### src/rtl/stopwatch_pkg.sv
// Shared definitions for the stopwatch display path: status encodings,
// seven-segment table, converter states and small BCD helpers.
package stopwatch_pkg;

   localparam logic [1:0] ST_IDLE  = 2'b00;
   localparam logic [1:0] ST_RUN   = 2'b01;
   localparam logic [1:0] ST_PAUSE = 2'b10;

   localparam int NUM_DIGITS = 4;

   // Active-low cathodes, bit order {g,f,e,d,c,b,a}
   localparam logic [6:0] SEG_TABLE [10] = '{
      7'h40, 7'h79, 7'h24, 7'h30, 7'h19,
      7'h12, 7'h02, 7'h78, 7'h00, 7'h10
   };
   localparam logic [6:0] SEG_BLANK = 7'h7F;

   typedef enum logic {CONV_IDLE, CONV_RUN} conv_state_t;

   function automatic logic [6:0] seg_encode(input logic [3:0] d);
      seg_encode = (d <= 4'd9) ? SEG_TABLE[d] : SEG_BLANK;
   endfunction

   // Any value with a nonzero hundreds digit shows as 99
   function automatic logic [7:0] sat99(input logic [11:0] bcd);
      sat99 = (bcd[11:8] != 4'd0) ? 8'h99 : bcd[7:0];
   endfunction

endpackage

### src/rtl/stopwatch_display_bin2bcd.sv
// Iterative 8-bit to 3-digit BCD converter (shift-add-3), one step per cycle.
// done is high during the final step; result is valid in that same cycle.
module bin2bcd_seq
   import stopwatch_pkg::*;
(
   input  logic        clk,
   input  logic        rst_n,
   input  logic        start,
   input  logic [7:0]  bin,
   output logic        done,
   output logic [11:0] result
);

   logic [19:0] sh;
   logic [19:0] adj;
   logic [19:0] step;
   logic [2:0]  cnt;
   logic        active;

   always_comb begin
      adj = sh;
      if (sh[11:8]  >= 4'd5) adj[11:8]  = sh[11:8]  + 4'd3;
      if (sh[15:12] >= 4'd5) adj[15:12] = sh[15:12] + 4'd3;
      if (sh[19:16] >= 4'd5) adj[19:16] = sh[19:16] + 4'd3;
      step = adj << 1;
   end

   assign done   = active && (cnt == 3'd7);
   assign result = step[19:8];

   always_ff @(posedge clk) begin
      if (!rst_n) begin
         sh     <= '0;
         cnt    <= '0;
         active <= 1'b0;
      end else if (start && !active) begin
         sh     <= {12'd0, bin};
         cnt    <= '0;
         active <= 1'b1;
      end else if (active) begin
         sh  <= step;
         cnt <= cnt + 3'd1;
         if (cnt == 3'd7) active <= 1'b0;
      end
   end

endmodule

### src/rtl/stopwatch_display.sv
// Stopwatch display back-end: BCD conversion of MM:SS and a blinking,
// time-multiplexed 4-digit active-low 7-segment driver.
//
// state     | meaning
// CONV_IDLE | waiting for {minutes,seconds} to differ from the captured pair
// CONV_RUN  | 8 shift-add-3 steps in flight; inputs ignored until commit
module stopwatch_display
   import stopwatch_pkg::*;
#(
   parameter int REFRESH_DIV = 50000,
   parameter int BLINK_DIV   = 25000000
) (
   input  logic        clk,
   input  logic        rst_n,
   input  logic [7:0]  minutes,
   input  logic [5:0]  seconds,
   input  logic [1:0]  status,
   output logic [6:0]  seg,
   output logic [3:0]  an,
   output logic        dp,
   output logic [15:0] digits,
   output logic        busy
);

   localparam int RW = $clog2(REFRESH_DIV);
   localparam int BW = $clog2(BLINK_DIV);
   localparam int IW = $clog2(NUM_DIGITS);
   localparam logic [RW-1:0] R_LAST = RW'(REFRESH_DIV - 1);
   localparam logic [BW-1:0] B_LAST = BW'(BLINK_DIV - 1);

   conv_state_t   state;
   logic [7:0]    cap_min;
   logic [5:0]    cap_sec;
   logic          changed;
   logic          start;
   logic          m_done;
   logic          s_done;
   logic [11:0]   m_res;
   logic [11:0]   s_res;

   logic [RW-1:0] rcnt;
   logic [IW-1:0] idx;
   logic [IW-1:0] idx_nx;
   logic [BW-1:0] bcnt;
   logic [BW-1:0] bcnt_nx;
   logic          blank;
   logic          blank_nx;
   logic          paused;
   logic [3:0]    nib;
   logic [3:0]    an_nx;

   assign changed = ({minutes, seconds} != {cap_min, cap_sec});
   assign start   = (state == CONV_IDLE) && changed;

   bin2bcd_seq u_min (
      .clk    (clk),
      .rst_n  (rst_n),
      .start  (start),
      .bin    (minutes),
      .done   (m_done),
      .result (m_res)
   );

   bin2bcd_seq u_sec (
      .clk    (clk),
      .rst_n  (rst_n),
      .start  (start),
      .bin    ({2'b00, seconds}),
      .done   (s_done),
      .result (s_res)
   );

   // Outputs are registered from next-cycle index/phase so an and seg switch together
   always_comb begin
      case (status)
         ST_PAUSE:        paused = 1'b1;
         ST_IDLE, ST_RUN: paused = 1'b0;
         default:         paused = 1'b0;
      endcase
      idx_nx = (rcnt == R_LAST) ? idx + 1'b1 : idx;
      if (!paused) begin
         bcnt_nx  = '0;
         blank_nx = 1'b0;
      end else if (bcnt == B_LAST) begin
         bcnt_nx  = '0;
         blank_nx = ~blank;
      end else begin
         bcnt_nx  = bcnt + 1'b1;
         blank_nx = blank;
      end
      case (idx_nx)
         IW'(0):  begin nib = digits[3:0];   an_nx = 4'b1110; end
         IW'(1):  begin nib = digits[7:4];   an_nx = 4'b1101; end
         IW'(2):  begin nib = digits[11:8];  an_nx = 4'b1011; end
         default: begin nib = digits[15:12]; an_nx = 4'b0111; end
      endcase
   end

   always_ff @(posedge clk) begin
      if (!rst_n) begin
         state   <= CONV_IDLE;
         cap_min <= '0;
         cap_sec <= '0;
         digits  <= '0;
         busy    <= 1'b0;
         rcnt    <= '0;
         idx     <= '0;
         bcnt    <= '0;
         blank   <= 1'b0;
         seg     <= SEG_BLANK;
         an      <= 4'hF;
         dp      <= 1'b1;
      end else begin
         rcnt  <= (rcnt == R_LAST) ? '0 : rcnt + 1'b1;
         idx   <= idx_nx;
         bcnt  <= bcnt_nx;
         blank <= blank_nx;
         seg   <= seg_encode(nib);
         an    <= blank_nx ? 4'hF : an_nx;
         dp    <= !((idx_nx == IW'(2)) && !blank_nx);
         case (state)
            CONV_IDLE: begin
               if (start) begin
                  cap_min <= minutes;
                  cap_sec <= seconds;
                  busy    <= 1'b1;
                  state   <= CONV_RUN;
               end
            end
            CONV_RUN: begin
               if (m_done && s_done) begin
                  digits <= {sat99(m_res), sat99(s_res)};
                  busy   <= 1'b0;
                  state  <= CONV_IDLE;
               end
            end
            default: state <= CONV_IDLE;
         endcase
      end
   end

endmodule

### config.mk
export PLATFORM = sky130hd
export DESIGN_NAME = stopwatch_display
export DESIGN_NICKNAME = d
export VERILOG_FILES = /design/src/rtl/stopwatch_pkg.sv /design/src/rtl/stopwatch_display_bin2bcd.sv /design/src/rtl/stopwatch_display.sv
export SDC_FILE = /design/constraint.sdc
export NUM_CORES = 1
export LEC_CHECK = 0
export CELL_PAD_IN_SITES_DETAIL_PLACEMENT = 0
export CELL_PAD_IN_SITES_GLOBAL_PLACEMENT = 1
export CORE_UTILIZATION = 40
export DETAILED_ROUTE_END_ITERATION = 8
export DONT_BUFFER_PORTS = 1
export GPL_TIMING_DRIVEN = 0
export HOLD_SLACK_MARGIN = 0.02
export PLACE_DENSITY = 0.78
export SLEW_MARGIN = 0
export SYNTH_ARGS = -nofsm -noshare
export SYNTH_HDL_FRONTEND = slang
export SYNTH_HIERARCHICAL = 1
export SYNTH_SLANG_ARGS = --single-unit
### constraint.sdc
create_clock -name clk -period 4.1 [get_ports clk]
set_input_delay 0.82 -clock clk [delete_from_list [all_inputs] [get_ports clk]]
set_output_delay 0.82 -clock clk [all_outputs]
set_load 0.02 [all_outputs]
# Word-level counts from Yosys, hierarchy flattened
# Memories as Yosys holds them, arrays and structs flattened. A register that Yosys moved wholly into a read port is not among the register bits.
# Index checks and enable logic that the tools add are counted.
[op_classes] n_lt_le_gt_ge=7 eq_ne=10 muxes=30 n_bitwise=5 reduce_logical=26 add_sub_neg=11
[op_table] operator="$mux 8" n=4
[op_table] operator="$add 25x1->25 const B" n=1
[op_table] operator="$eq 25x25->1 const B" n=1
[op_table] operator="$ge 4x3->1 const B" n=6
[op_table] operator="$pmux 4 s3" n=2
[op_table] operator="$add 16x1->16 const B" n=1
[op_table] operator="$add 4x2->4 const B" n=4
[op_table] operator="$eq 16x16->1 const B" n=1
[op_table] operator="$mux 4" n=4
[op_table] operator="$ne 14x14->1" n=1
[op_table] operator="$mux 1" n=13
[op_table] operator="$mux 6" n=2
[op_table] operator="$reduce_and 2->1" n=4
[op_table] operator="$reduce_bool 4->1" n=2
[op_table] operator="$reduce_or 2->1" n=4
[op_table] operator="$logic_and 1x1->1" n=7
[op_table] operator="$add 3x1->3 const B" n=2
[op_table] operator="$add 3x2->3 const B" n=2
[op_table] operator="$eq 3x3->1 const B" n=2
[op_table] operator="$mux 3" n=2
[op_table] operator="$logic_not 1->1" n=5
[op_table] operator="$not 4->5" n=1
[op_table] operator="$eq 2x2->1 const B" n=2
[op_table] operator="$le 4x4->1 const B" n=1
[op_table] operator="9 further kinds" n=15
[word_totals] wordCells=109 mem_bits_ro=112 n_memories=1 reg_bits=129
[memory_table] name="(name not given)" words=16 width=7 read_ports=1 rd_ports_with_merged_regs=1 wr=0 line="stopwatch_pkg.sv:21" rtl="seg_encode = (d <= 4'd9) ? SEG_TABLE[d] : SEG_BLANK;"

# Depth between registers and ports, before layout
# Gate-level depths: netlist of the first run.
[logic_depth] ltp_word=7 depth_mapped=13 ltp_nobuf=11

# Cells and area by module
# The synthesis of the first run kept the hierarchy.
[by_module_without_submodules] mod="stopwatch_display" area_each_um2=3922.5 n_inst=1 cells_each=418 seq_area_each_um2=1761.7
[by_module_without_submodules] mod="bin2bcd_seq at u_sec" area_each_um2=1417.6 n_inst=1 cells_each=170 seq_area_each_um2=480.5
[by_module_without_submodules] mod="bin2bcd_seq at u_min" area_each_um2=1407.6 n_inst=1 cells_each=164 seq_area_each_um2=480.5

# Least setup slack after synthesis of the first run
# No wires, ideal clock.
[synth_path] kind="in2reg" startpoint="input port minutes[5]" endpoint="register u_sec.sh[17]" arrival_time_ns=3.025 path_stages=11 setup_slack_ns=0.979 setup_time_ns=0.095 path_cell_list="xor2_1 > nor4_1 > nand3_1 > o31a_1 > clkbuf_1 > clkbuf_1 > buf_4 > inv_2 > o21ai_1 > or4b_1 > o311ai_1"
[synth_via] elab_chain_cells=4
[synth_lines] element="start, declared" line="stopwatch_display.sv:15" rtl="input logic [7:0] minutes,"
[synth_lines] element="$ne 14x14->1" line="stopwatch_display.sv:52" rtl="assign changed = ({minutes, seconds} != {cap_min, cap_sec});"
[synth_lines] element="$logic_and 1x1->1" line="stopwatch_display.sv:53" rtl="assign start = (state == CONV_IDLE) && changed;"
[synth_lines] element="net start" line="stopwatch_display.sv:35" rtl="logic start;"
[synth_lines] element="$logic_and 1x1->1" line="stopwatch_display_bin2bcd.sv:36" rtl="end else if (start && !active) begin"
[synth_lines] element="$reduce_or 2->1 (no line)"
[synth_lines] element="end signal, assigned" line="stopwatch_display_bin2bcd.sv:37" rtl="sh <= {12'd0, bin};"
[synth_lines] element="end signal, assigned" line="stopwatch_display_bin2bcd.sv:41" rtl="sh <= step;"
[synth_lines] element="end, declared" line="stopwatch_display_bin2bcd.sv:14" rtl="logic [19:0] sh;"
# The timed path passes the listed nets, and every way through them passes these cells.
# A chain may end at the register's enable or synchronous reset.

# Final worst setup path of the first run
[layout_path] startpoint="input port seconds[3]" endpoint="register u_sec.sh[16]"
[layout_via] elab_chain_cells=4
[layout_lines] element="start, declared" line="stopwatch_display.sv:16" rtl="input logic [5:0] seconds,"
[layout_lines] element="$ne 14x14->1" line="stopwatch_display.sv:52"
[layout_lines] element="$logic_and 1x1->1" line="stopwatch_display.sv:53"
[layout_lines] element="net start" line="stopwatch_display.sv:35"
[layout_lines] element="$logic_and 1x1->1" line="stopwatch_display_bin2bcd.sv:36"
[layout_lines] element="$reduce_or 2->1 (no line)"
# The timed path passes the listed nets, and every way through them passes these cells.

==> results of run 1 <==
[placed cells by master (no fill, tap or decap), types with 3 or more instances in the layout]
cell type / netlist / routed
ha_1: 23 / 23
nor2_1: 76 / 76
or3_1: 3 / 3
a21oi_1: 20 / 20
nor2b_1: 28 / 28
o221a_2: 8 / 8
and2_1: 15 / 15
o21ai_0: 24 / 24
nand4_1: 14 / 14
nand2b_1: 7 / 7
and3_1: 13 / 13
bufinv_16: 0 / 3
a31o_2: 5 / 5
nor3_1: 10 / 10
a311oi_1: 5 / 5
dfxtp_1: 136 / 136
clkinv_2: 0 / 6
buf_4: 27 / 27
clkbuf_1: 20 / 21
a21oi_2: 4 / 4
clkinv_4: 0 / 3
xnor2_1: 30 / 30
mux2i_1: 47 / 47
nor4_1: 8 / 8
o21ai_1: 3 / 3
nand2_1: 67 / 67
o211a_1: 7 / 7
a22oi_1: 8 / 8
inv_1: 29 / 29
a31oi_1: 4 / 4
buf_2: 7 / 7
clkbuf_16: 0 / 17
nand3_1: 22 / 22
xor2_1: 28 / 28
[critical path, stage by stage]
cell and delay (ns):
xor2_1 0.18, nor4_1 0.08, nand3_1 0.11, o31a_1 0.14, clkbuf_1 0.40, clkbuf_1 0.62, buf_4 0.33, inv_2 0.04
o21ai_1 0.42, buf_2 0.34, a211oi_1 0.09
[stage by stage]
step	std cells	hold WS, ns
CTS	1005	0.4399
global route	1005	0.4694
finish	1005	0.4377
detailed placement	973	0.4324
global placement	973	0.4252
floorplan	753	0.4130
[layout make-up]
type                    instances  area [um2]
fillers                      1577        8901
multi-input cells             528        3576
flip-flops and latches        136        2723
clock buffers                  19       442.9
plain buffers                  58       336.6
well taps                     220       275.3
clock inverters                13       153.9
inverters                      31       116.4
[power groups by stage]
stage	Combinational, W	Sequential, W	Clock [W]
global route	0.000258	0.00140	0.00163
CTS	0.000231	0.00140	0.00157
finish	0.000230	0.00140	0.00153
global placement	0.000223	0.00142	0
floorplan	0.000187	0.00142	0
detailed placement	0.000230	0.00143	0
[cells by family after synthesis]
kind of cell             after synthesis
AND/OR/NAND/NOR                      284
flip-flops                           136
AO/OA/AOI/OAI                        112
buffers and inverters                 89
XOR/XNOR                              59
multiplexers                          48
adder cells (fa/ha/maj)               23
other                                  1
[registers in the layout (all words and copies together) (netlist names)]
signal / count
an: 4
state: 1
dp: 1
u_sec/sh: 20
blank: 1
digits: 16
u_sec/active: 1
u_min/cnt: 3
cap_sec: 6
u_min/sh: 20
u_sec/cnt: 3
cap_min: 8
rcnt: 16
seg: 7
u_min/active: 1
busy: 1
idx: 2
bcnt: 25
[worst max-delay path by stage]
stage / startpoint / end / slack (ns) / cells after the start
floorplan: minutes[5] / u_sec/sh[17] / 0.98 / 11
global placement: seconds[3] / u_sec/sh[19] / 0.44 / 11
detailed placement: seconds[3] / u_sec/sh[16] / 0.38 / 11
CTS: seconds[3] / u_sec/sh[16] / 0.82 / 11
global route: seconds[3] / u_sec/sh[16] / 0.55 / 11
finish: seconds[3] / u_sec/sh[16] / 0.80 / 11
[per-layer routing]
layer  routed length [um]  track usage [%]
met1                 6601            20.94
met4                  339            8.592
met3                  887            6.574
met2                 6748            27.92
met5                    0                0
==> flow_metrics.py, run 1 <==
metrics = {
    "route": {
        "ant_nets": 0,
        "drt-pass1-iter-count": 4,
        "vias": 5173,
        "wirelength_mm": 14.58,
        "viasPerCell": 5.147,
        "drtIter0Drc": 267,
        "wl_per_cell_um": 14.50,
        "post-route-drc-count": 0,
    },
    "timing": {
        "fin_crit_ns": 3.296,
        "max_freq_mhz": 303.4,
        "final.setup.worst_slack_ns": 0.8038,
        "skew_ns": 0.008634,
        "slew_viol_final": 0,
        "relSlewSlack_pct": 22.52,
        "worst_slew_pin_slew_ns": 1.162,
        "grt_setup_unrepaired": "no",
        "tns_ns": 0,
        "period_share_pct": 80.40,
        "finalSetupViolations": 0,
        "hold_violations": 0,
    },
    "synth": {
        "async_flop_share_pct": 0,
        "synth_xor_area_share_pct": 7.936,
        "yosys-top-cells-count": "dfxtp_1, nor2_1, nand2_1",
        "synth_top_area_cell": "dfxtp_1",
        "synth_area_um2": 6748,
        "synth-simple-area-share_pct": 21.42,
        "synth_seq_cells": 136,
        "synthCells": 752,
        "synthFlopType": "dfxtp_1",
        "synth_top_area_share_pct": 40.35,
        "synthAdderAreaFrac_pct": 4.265,
        "ys_seq_area_share_pct": 40.35,
        "yosys.cell_types.count": 69,
        "synth_top_family_by_area": "simple AND/OR/NAND/NOR gates",
        "synth_edf_count": 0,
        "syn_avg_cell_area_um2": 8.973,
        "synth_most_common_cell": "dfxtp_1",
        "synthTopCellsByArea": "dfxtp_1, mux2i_1, ha_1",
        "synth_compound_area_share_pct": 12.13,
        "yosys_warnings": 6,
        "synth.area.mux_share_pct": 7.139,
    },
    "clock_tree": {
        "cts.sinks": 136,
        "cts_tree": "built",
        "cts_resized": 0,
        "cts_buffer_depth": 2,
        "clk_pin_slew_ns": 0.06,
        "clock_latency_ns": 0.42,
        "post_cts_buffers": 0,
        "cts.htree.levels": 4,
        "ctsHoldBuffers": 0,
        "cts_inserted_buffers": 17,
        "cts-root-buf": "clkbuf_16",
    },
    "power_and_ir_drop": {
        "ir_drop_mv": 0.3421,
        "seqPwrFrac_pct": 44.3,
        "p_int_w": 0.002436,
        "power.total_w": 0.003157,
        "power.net_switching_w": 0.0007216,
        "power.density_nw_per_um2": 414.1,
        "comb_power_share_pct": 7.3,
        "leakagePower_nw": 3.072,
        "clkPwrFrac_pct": 48.5,
        "swShare_pct": 22.86,
    },
    "critical_path": {
        "cp-end-kind": "flop",
        "critical_path_required_ns": 4.38,
        "regToRegEndpoint": "u_sec/sh[16]",
        "timing.rr.start": "cap_sec[3]",
        "critPathLaunchType": "input pin",
        "arrival_ns": 3.57,
        "critPathKind": "input pin to flop",
        "cp_max_fo": 11,
        "reg2reg_depth": 11,
        "rrSetupSlack_ns": 0.85,
    },
    "layout": {
        "final_util_pct": 46.13,
        "fin_area_um2": 7624,
        "diodes": 0,
        "area_growth_pct": 12.98,
        "finalNetCount": 813,
        "layout-drive-gt1-share_pct": 12.74,
    },
    "die": {
        "io_pins": 47,
        "core_area_um2": 16520,
        "fp.dieW_um": 131.9,
        "dieArea_um2": 17390,
        "num_rows": 47,
        "die-height_um": 131.9,
        "start_util_pct": 40.83,
    },
    "global_routing": {
        "grt_pass1_vias": 5002,
        "antenna_found_initial": 0,
        "grt_util_all_layers_pct": 17.61,
        "grt_first_pass_wirelength_mm": 24.12,
        "grt_max_degree": 17,
        "grt_overflow": 0,
    },
    "min_path": {
        "worstHoldPathType": "flop to flop",
        "hp-start": "rcnt[0]",
        "min_to": "rcnt[0]",
        "holdPathStages": 1,
    },
    "place": {
        "hpwl_mm": 10.79,
        "port_buffers": 0,
        "place_ws_ns": 0.3848,
        "globalplace.congestion": 0.8238,
        "placed_area_um2": 7027,
    },
    "flow_run": {
        "maxCapViolCount": 0,
    },
    "outcome": {
        "outcome": "completed",
    },
}
No activity file was read; power rests on OpenSTA's default activity.
==> inputs of run 2 (changes only) <==
PLACE_DENSITY = 0.81   (was 0.78)
clock period = 2.8 ns   (was 4.1 ns; I/O delays follow)
==> run 2 against run 1 <==
Clock power grew 39%. Largest cell class unchanged. Clock-buffer cell count grew 3. Sequential power is 46% higher. Clock skew down 0.0026 ns. Combinational power up 45%. Via count down 1.7%. First-iteration DRC count grew 33%.
==> flow_metrics.py, run 2 (synthesis results as in run 1) <==
metrics = {
    "critical_path": {
        "timing.rr.start": "rcnt[0]",
        "rrSetupSlack_ns": 0.11,
        "startpoint": "rcnt[0]",
        "arrival_ns": 3.04,
        "cp_max_fo": 6,
        "critPathKind": "flop to flop",
        "reg2reg_depth": 12,
        "critPathLaunchType": "flop",
        "regToRegEndpoint": "seg[5]",
        "cp-end-kind": "flop",
        "critical_path_required_ns": 3.15,
    },
    "die": {
        "die-height_um": 131.9,
        "num_rows": 47,
        "start_util_pct": 40.83,
        "io_pins": 47,
        "dieArea_um2": 17390,
        "fp.dieW_um": 131.9,
        "core_area_um2": 16520,
    },
    "timing": {
        "worst_slew_pin_slew_ns": 0.7885,
        "period_share_pct": 95.95,
        "max_freq_mhz": 372.2,
        "relSlewSlack_pct": 46.95,
        "slew_viol_final": 0,
        "final.setup.worst_slack_ns": 0.1134,
        "tns_ns": 0,
        "finalSetupViolations": 0,
        "skew_ns": 0.006004,
        "fin_crit_ns": 2.687,
        "hold_violations": 0,
    },
    "layout": {
        "final_cells": 1010,
        "largest_registers": "bcnt: 25 flops, u_min/sh: 20 flops, u_sec/sh: 20 flops",
        "final_common_cell": "dfxtp_1",
        "layout-drive-gt1-share_pct": 15.19,
        "diodes": 0,
        "fin_area_um2": 7744,
        "final_util_pct": 46.86,
        "finalNetCount": 819,
        "area_growth_pct": 14.76,
        "final_cell_mix": "dfxtp_1, nor2_1, nand2_1",
        "largest_reg_flops": 25,
        "regMostFlops": "bcnt",
    },
    "min_path": {
        "holdPathStages": 1,
        "hp-start": "rst_n",
        "min_to": "u_min/sh[13]",
        "worstHoldPathType": "input pin to flop",
    },
    "clock_tree": {
        "cts_tree": "built",
        "cts_buffer_depth": 2,
        "cts_inserted_buffers": 17,
        "clock_latency_ns": 0.42,
        "clk_pin_slew_ns": 0.06,
        "cts.htree.levels": 4,
        "cts-root-buf": "clkbuf_16",
        "cts.sinks": 136,
    },
    "route": {
        "post-route-drc-count": 0,
        "ant_nets": 0,
        "wirelength_mm": 14.10,
        "wl_met2_mm": 6.238,
        "met3_length_um": 908,
        "top_layer": "met4",
        "wl_per_cell_um": 13.96,
        "vias": 5086,
        "drt-pass1-iter-count": 4,
        "viasPerCell": 5.036,
        "wl_met1_mm": 6.837,
        "drtIter0Drc": 356,
    },
    "power_and_ir_drop": {
        "ir_drop_mv": 0.6082,
        "power.density_nw_per_um2": 582.1,
        "leakagePower_nw": 3.122,
    },
    "place": {
        "globalplace.congestion": 0.7816,
        "placed_area_um2": 7028,
        "place.detailed.instances": 973,
        "port_buffers": 0,
        "place_ws_ns": -0.3338,
        "hpwl_mm": 10.20,
    },
    "global_routing": {
        "grt_first_pass_wirelength_mm": 24.04,
        "grt_max_degree": 17,
        "antenna_found_initial": 0,
        "grt_pass1_vias": 4899,
        "grt_util_all_layers_pct": 17.29,
        "grt_overflow": 0,
    },
    "flow_run": {
        "maxCapViolCount": 0,
    },
    "outcome": {
        "outcome": "completed",
    },
}
[run 2: changes by cell type in the layout (fill, tap and decap cells not counted), sizes merged]
cell	before	now
clkbuf	40	42
bufinv	3	1
clkinv	9	7
xnor2	31	32
buf	37	43
[run 2: what timing repair did]
item                                    in CTS  in global routing
setup buffers                                3                  3
cloned                                       0                  1
hold endpoints to repair                     0                  0
pin swaps                                    1                  8
hold buffers                                 0                  0
gates resized for setup                      6                 16
endpoints found under the setup margin      18                 39
[run 2: worst max-delay path by stage]
stage / endpoint / slack (ns) / depth (start not counted)
after detailed placement: u_sec/sh[17] / -0.33 / 11
final: seg[5] / 0.11 / 12
after global routing: seg[3] / -0.009 / 12
after CTS: seg[6] / 0.004 / 13
after global placement: u_sec/sh[17] / -0.33 / 11
after floorplan: u_sec/sh[17] / 0.02 / 11
[run 2: per-stage QoR]
stage / power [W] / hold slack, ns
2_1_floorplan: 0.002349 / 0.4130
3_3_place_gp: 0.002416 / 0.4285
3_5_place_dp: 0.002419 / 0.4379
4_1_cts: 0.004561 / 0.2754
5_1_grt: 0.004696 / 0.2723
6_report: 0.004508 / 0.2968
[run 2: where the power goes]
part / switching, W / internal, W / leakage, nW / total, W
registers: 0.0000503 / 0.00199 / 1.11 / 0.00205
logic: 0.000175 / 0.000159 / 1.73 / 0.000333
clock network: 0.000809 / 0.00132 / 0.287 / 0.00213
total: 0.00103 / 0.00347 / 3.12 / 0.00451
[run 2: worst max-delay path, cell delays in order (launching register included)]
cell and delay, ns:
dfxtp_1 0.32, ha_1 0.22, and3_1 0.18, buf_2 0.14, and4_1 0.16, buf_6 0.15, and3_2 0.20, a2111o_1 0.43
nand2_2 0.14, inv_1 0.09, ha_2 0.20, a211o_2 0.30, nand3_2 0.09
[run 2: final cells by class]
type	count	area [um2]
Tap cell	220	275.3
Clock buffer	22	494.2
Fill cell	1595	8781
Clock inverter	9	72.57
Inverter	31	116.4
Sequential cell	136	2723
Timing Repair Buffer	6	57.56
Multi-Input combinational cell	529	3659
Buffer	57	346.6
[run 2: per-layer routing]
metal	global-route usage, %	vias to the layer above
met2	26.72	83
met1	22.16	2356
li1	-	2637
met5	0	-
met3	6.767	10
met4	5.168	0
==> inputs of run 3 (changes only) <==
ABC_CLOCK_PERIOD_IN_PS = 2800   (was unset)
CAP_MARGIN = 0   (was unset)
CTS_CLUSTER_SIZE = 24   (was unset)
==> results of run 3 <==
The final DEF is identical to that of run 2; final timing and power are the same.
